<file path="config.mk">
export PLATFORM = sky130hd
export DESIGN_NAME = idli_ibuf_m
export DESIGN_NICKNAME = d
export VERILOG_FILES = /design/src/rtl/idli_ibuf_m.sv
export SDC_FILE = /design/constraint.sdc
export NUM_CORES = 1
export LEC_CHECK = 0
export BUFFER_PORTS_ARGS = -buffer_cell sky130_fd_sc_hd__buf_2
export CAP_MARGIN = 15
export CORE_UTILIZATION = 60
export CTS_CLUSTER_SIZE = 16
export DETAILED_ROUTE_END_ITERATION = 8
export PLACE_DENSITY = 0.78
export SLEW_MARGIN = 5
export SYNTH_ARGS = -nofsm -noshare
export SYNTH_HDL_FRONTEND = slang
export SYNTH_SLANG_ARGS = --single-unit
</file>
<file path="constraint.sdc">
create_clock -name i_ibf_gck -period 6.7 [get_ports i_ibf_gck]
set_input_delay 1.005 -clock i_ibf_gck [delete_from_list [all_inputs] [get_ports i_ibf_gck]]
set_output_delay 1.005 -clock i_ibf_gck [all_outputs]
set_load 0.01 [all_outputs]
</file>
<file path="src/rtl/idli_ibuf_m.sv">
// Instruction assembler and queue: packs LANE_W-bit beats MSB-first into WORD_W-bit
// words, pairs a word with its trailing immediate, and buffers DEPTH entries.
module idli_ibuf_m #(
    parameter int unsigned LANE_W     = 4,
    parameter int unsigned WORD_W     = 16,
    parameter int unsigned DEPTH      = 2,
    parameter logic [WORD_W-1:0] IMM_MASK   = 16'h0007,
    parameter logic [WORD_W-1:0] IMM_MATCH  = 16'h0007,
    parameter logic [WORD_W-1:0] EXCL_MASK  = 16'h0000,
    parameter logic [WORD_W-1:0] EXCL_MATCH = 16'h0001
) (
    input  logic                         i_ibf_gck,
    input  logic                         i_ibf_rst,
    input  logic [LANE_W-1:0]            i_ibf_beat,
    input  logic                         i_ibf_beat_vld,
    output logic                         o_ibf_beat_rdy,
    input  logic                         i_ibf_flush,
    output logic                         o_ibf_vld,
    input  logic                         i_ibf_rdy,
    output logic [WORD_W-1:0]            o_ibf_insn,
    output logic [WORD_W-1:0]            o_ibf_imm,
    output logic                         o_ibf_imm_vld,
    output logic [$clog2(DEPTH+1)-1:0]   o_ibf_cnt
);

    localparam int unsigned BEATS  = WORD_W / LANE_W;
    localparam int unsigned BCNT_W = (BEATS > 1) ? $clog2(BEATS) : 1;
    localparam int unsigned PTR_W  = (DEPTH > 1) ? $clog2(DEPTH) : 1;
    localparam int unsigned CNT_W  = $clog2(DEPTH + 1);

    typedef enum logic {ASM_INSN, ASM_IMM} asm_e;

    asm_e               asm_q, asm_d;
    logic [BCNT_W-1:0]  bcnt_q, bcnt_d;
    logic [WORD_W-1:0]  part_q, part_d;
    logic [WORD_W-1:0]  held_q, held_d;
    logic [PTR_W-1:0]   rd_q, rd_d, wr_q, wr_d;
    logic [CNT_W-1:0]   cnt_q, cnt_d;

    logic [WORD_W-1:0]  insn_mem_q [DEPTH];
    logic [WORD_W-1:0]  imm_mem_q  [DEPTH];
    logic               immv_mem_q [DEPTH];

    logic [WORD_W-1:0]  word_c, push_insn_c, push_imm_c;
    logic               push_immv_c, last_c, need_imm_c, completing_c;
    logic               full_c, accept_c, push_c, pop_c;

    function automatic logic [PTR_W-1:0] ptr_inc(input logic [PTR_W-1:0] p);
        return (p == PTR_W'(DEPTH - 1)) ? '0 : p + PTR_W'(1);
    endfunction

    // Handshakes, assembly FSM and queue bookkeeping
    always_comb begin
        asm_d       = asm_q;
        bcnt_d      = bcnt_q;
        part_d      = part_q;
        held_d      = held_q;
        rd_d        = rd_q;
        wr_d        = wr_q;
        cnt_d       = cnt_q;
        push_insn_c = '0;
        push_imm_c  = '0;
        push_immv_c = 1'b0;

        word_c       = (part_q << LANE_W) | WORD_W'(i_ibf_beat);
        last_c       = (bcnt_q == BCNT_W'(BEATS - 1));
        need_imm_c   = ((word_c & IMM_MASK) == IMM_MATCH) && !((word_c & EXCL_MASK) == EXCL_MATCH);
        completing_c = last_c && ((asm_q == ASM_IMM) || !need_imm_c);
        full_c       = (cnt_q == CNT_W'(DEPTH));

        o_ibf_beat_rdy = !i_ibf_flush && !(full_c && completing_c);
        o_ibf_vld      = (cnt_q != '0) && !i_ibf_flush;
        accept_c       = i_ibf_beat_vld && o_ibf_beat_rdy;
        push_c         = accept_c && completing_c;
        pop_c          = o_ibf_vld && i_ibf_rdy;

        if (accept_c) begin
            if (last_c) begin
                bcnt_d = '0;
                part_d = '0;
                unique case (asm_q)
                    ASM_INSN: begin
                        push_insn_c = word_c;
                        if (need_imm_c) begin
                            held_d = word_c;
                            asm_d  = ASM_IMM;
                        end
                    end
                    ASM_IMM: begin
                        push_insn_c = held_q;
                        push_imm_c  = word_c;
                        push_immv_c = 1'b1;
                        asm_d       = ASM_INSN;
                    end
                    default: asm_d = ASM_INSN;
                endcase
            end else begin
                bcnt_d = bcnt_q + BCNT_W'(1);
                part_d = word_c;
            end
        end

        if (push_c) wr_d = ptr_inc(wr_q);
        if (pop_c)  rd_d = ptr_inc(rd_q);
        unique case ({push_c, pop_c})
            2'b10:   cnt_d = cnt_q + CNT_W'(1);
            2'b01:   cnt_d = cnt_q - CNT_W'(1);
            default: cnt_d = cnt_q;
        endcase

        // Redirect drops all in-flight progress and every queued entry
        if (i_ibf_flush) begin
            asm_d  = ASM_INSN;
            bcnt_d = '0;
            part_d = '0;
            held_d = '0;
            rd_d   = '0;
            wr_d   = '0;
            cnt_d  = '0;
        end
    end

    always_ff @(posedge i_ibf_gck) begin
        if (i_ibf_rst) begin
            asm_q  <= ASM_INSN;
            bcnt_q <= '0;
            part_q <= '0;
            held_q <= '0;
            rd_q   <= '0;
            wr_q   <= '0;
            cnt_q  <= '0;
            for (int i = 0; i < int'(DEPTH); i++) begin
                insn_mem_q[i] <= '0;
                imm_mem_q[i]  <= '0;
                immv_mem_q[i] <= 1'b0;
            end
        end else begin
            asm_q  <= asm_d;
            bcnt_q <= bcnt_d;
            part_q <= part_d;
            held_q <= held_d;
            rd_q   <= rd_d;
            wr_q   <= wr_d;
            cnt_q  <= cnt_d;
            if (push_c) begin
                insn_mem_q[wr_q] <= push_insn_c;
                imm_mem_q[wr_q]  <= push_imm_c;
                immv_mem_q[wr_q] <= push_immv_c;
            end
        end
    end

    assign o_ibf_insn    = insn_mem_q[rd_q];
    assign o_ibf_imm     = imm_mem_q[rd_q];
    assign o_ibf_imm_vld = immv_mem_q[rd_q];
    assign o_ibf_cnt     = cnt_q;

endmodule

</file>
==> metrics.md <==
| Metric | Value |
|---|---|
| Critical path arrival | `3.62 ns` |
| Antenna violations before repair | `0` |
| Final nets | `434` |
| CP endpoint kind | `flop` |
| Slew Limit Fails | `0` |
| Vias in the first global route | `3125` |
| Initial Utilization | `0.636` |
| CP Launch Type | `flop` |
| Antenna diodes | `0` |
| VDD IR max | `128 µV` |
| Most common cell after layout, fill and taps aside | `edfxtp_1` |
| Global-route wire length before repair | `15800 µm` |
| Worst Path Required | `6.87 ns` |
| Post-Syn Instances | `394` |
| Synth async-reset ratio | `0` |
| Reg2reg path depth | `4` |
| Total routed wirelength | `9670 µm` |
| # clock sinks | `102` |
| Post-CTS setup buffer count | `0` |
| Max_cap viols | `0` |
| Clock tree buffer depth | `2` |
| Worst slew pin tran | `1.07 ns` |
| Cts hold-fix bufs | `0` |
| RSZ-0062 raised after global routing | `false` |
| Crit path from | `bcnt_q[0]` |
| Final setup skew | `0.00761 ns` |
| Yosys top cell area share | `0.421` |
| Area leader, netlist | `edfxtp_1` |
| Fin area | `5180 µm²` |
| Share of layout cells above drive strength 1 | `0.276` |
| Syn nets | `405` |
| Largest net degree at the start of global routing | `34` |
| Routed Antenna Nets | `0` |
| I/O pins | `46` |
| Clock transition at path regs | `0.09 ns` |
| DR vias | `3232` |
| First-pass DRT Iterations | `4` |
| Register-to-Register Setup Slack | `3.25 ns` |
| Fin crit share | `0.515` |
| HPWL after DPL | `6060 µm` |
| Worst Setup EP | `insn_mem_q[0][0]` |
| Vias per cell | `6.13` |
| Mapped Avg Cell Area | `11.9 µm²` |
| P_leak | `1.75 nW` |
| GRT Util Overall | `0.248` |
| Synth Register Bits | `102` |
| Post-layout util | `0.700` |
| F_max | `290 MHz` |
| Final Wtd Congestion | `0.793` |
| Sequential share of the synthesized area | `0.574` |
| HP Class | `reg2reg` |
| Setup-failing EPs final | `0` |
| Clock buffer count from CTS | `9` |
| Post-synth EDFFs | `66` |
| Distinct cell type count after synthesis | `43` |
| PnR Total Power | `1.13 mW` |
| Synth Warn # | `0` |
| Hold Violations, Final | `0` |
| WL/cell | `18.3 µm` |
| Setup WS post-layout | `3.25 ns` |
| H-Tree Depth | `3` |
| Crit path time final | `3.45 ns` |
| IO Port Bufs | `45` |
| Reg2Reg Launch Point | `bcnt_q[0]` |
| Kind of critical path | `reg2reg` |
| P&R area growth vs syn | `10.1%` |
| Die H | `90.6 µm` |
| Die area | `8210 µm²` |
| TritonCTS clock tree | `yes` |
| Slew headroom | `0.284` |
| Post-synth top flop | `edfxtp_1` |
| R2R Path End | `insn_mem_q[0][0]` |
| Total congestion overflow | `0` |
| Post-place setup slack | `3.19 ns` |
| DP Area | `4950 µm²` |
| Post-CTS sizing | `0` |
| Cell area after synthesis | `4710 µm²` |
| Maximum fanout along the worst path | `30` |
| Rows | `31` |
| Most frequent cells in the layout | `edfxtp_1 (66), buf_2 (45), dfxtp_1 (36), mux2_2 (33)` |
| DR iter-0 viols | `300` |
| Core Area | `7410 µm²` |
| Chip width | `90.6 µm` |
| Pwr per Cell Area | `218 nW/µm²` |
| Clock Latency Late Sink | `0.36 ns` |
| Final TNS setup | `0 ns` |
| Status | `complete, no violations` |
| Number of remaining DRC errors | `0` |
| Area contributors post-synth | `edfxtp_1 (42%), dfxtp_1 (15%), mux2_2 (7.9%), and2_1 (4.3%), a21oi_1 (3.4%)` |
| Root buffer cell | `clkbuf_8` |
[sequential cells by signal, summed over array words and instances, names as in the netlist, named ones only]
| signal | count |
|---|---|
| asm_q | 1 |
| bcnt_q | 2 |
| held_q | 16 |
| imm_mem_q | 32 |
| immv_mem_q | 2 |
| insn_mem_q | 32 |
| o_ibf_cnt | 2 |
| part_q | 12 |
| rd_q | 1 |
| wr_q | 1 |
[layer usage]
metal / vias up / routed length, µm / track usage
li1: 1543 / - / -
met1: 1566 / 4300 / 0.342
met2: 106 / 4610 / 0.395
met3: 17 / 532 / 0.0328
met4: 0 / 225 / 0.105
met5: - / 0 / 0
[kinds of logic (layout without fill, tap and decap cells)]
family / count (synthesis) / in the layout / share of synthesized area
xor gates and xnor gates: 2 / 2 / 0.00372
DFF: 102 / 102 / 0.574
muxes: 35 / 35 / 0.0832
and+or+nand+nor: 114 / 114 / 0.153
buffers and inverters: 39 / 73 / 0.0361
adders and majority gates: 2 / 2 / 0.00531
AOI/OAI and AO/OA: 100 / 100 / 0.144
[cells in the mapped netlist, types with 9 or more instances]
cell type	instances
o21bai_1	14
nand2_1	16
dfxtp_1	36
o21ai_0	16
edfxtp_1	66
nor4b_1	12
a21oi_1	32
mux2_2	33
a211oi_2	9
clkbuf_1	22
nand3_1	13
nand4_1	16
o211ai_1	15
and2_1	32
[cell type report]
class	instances	area, µm²
clock buffer	10	138
inverter	5	18.8
tap	99	124
timing repair buffer	52	298
clock inverter	6	68.8
multi-input combinational	253	1840
sequential	102	2700
fill	539	2220
[through the flow]
| step | cells | hold WS, ns |
|---|---|---|
| floorplan | 394 | 0.438 |
| global route | 527 | 0.505 |
| global placement | 508 | 0.446 |
| finish | 527 | 0.474 |
| CTS | 526 | 0.480 |
| detailed placement | 510 | 0.459 |
[worst max-delay path, cell delays in order, from the launching register on]
cell	delay, ns
dfxtp_1	0.36
ha_1	0.63
and3b_1	0.98
nand4_1	0.88
a21oi_1	0.41
[worst min-delay path by stage]
stage | slack [ns] | endpoint | startpoint | depth (start not counted)
finish | 0.47 | bcnt_q[1] | bcnt_q[1] | 2
global route | 0.50 | held_q[6] | held_q[6] | 2
CTS | 0.48 | held_q[3] | held_q[3] | 2
detailed placement | 0.46 | held_q[0] | held_q[0] | 1
global placement | 0.45 | held_q[1] | held_q[1] | 1
floorplan | 0.44 | bcnt_q[1] | bcnt_q[1] | 2
[report_power, final]
group	internal, mW	switching (mW)
Sequential	0.682	0.00499
Clock	0.186	0.211
Combinational	0.0163	0.0322
No activity file was read; power rests on OpenSTA's default activity.
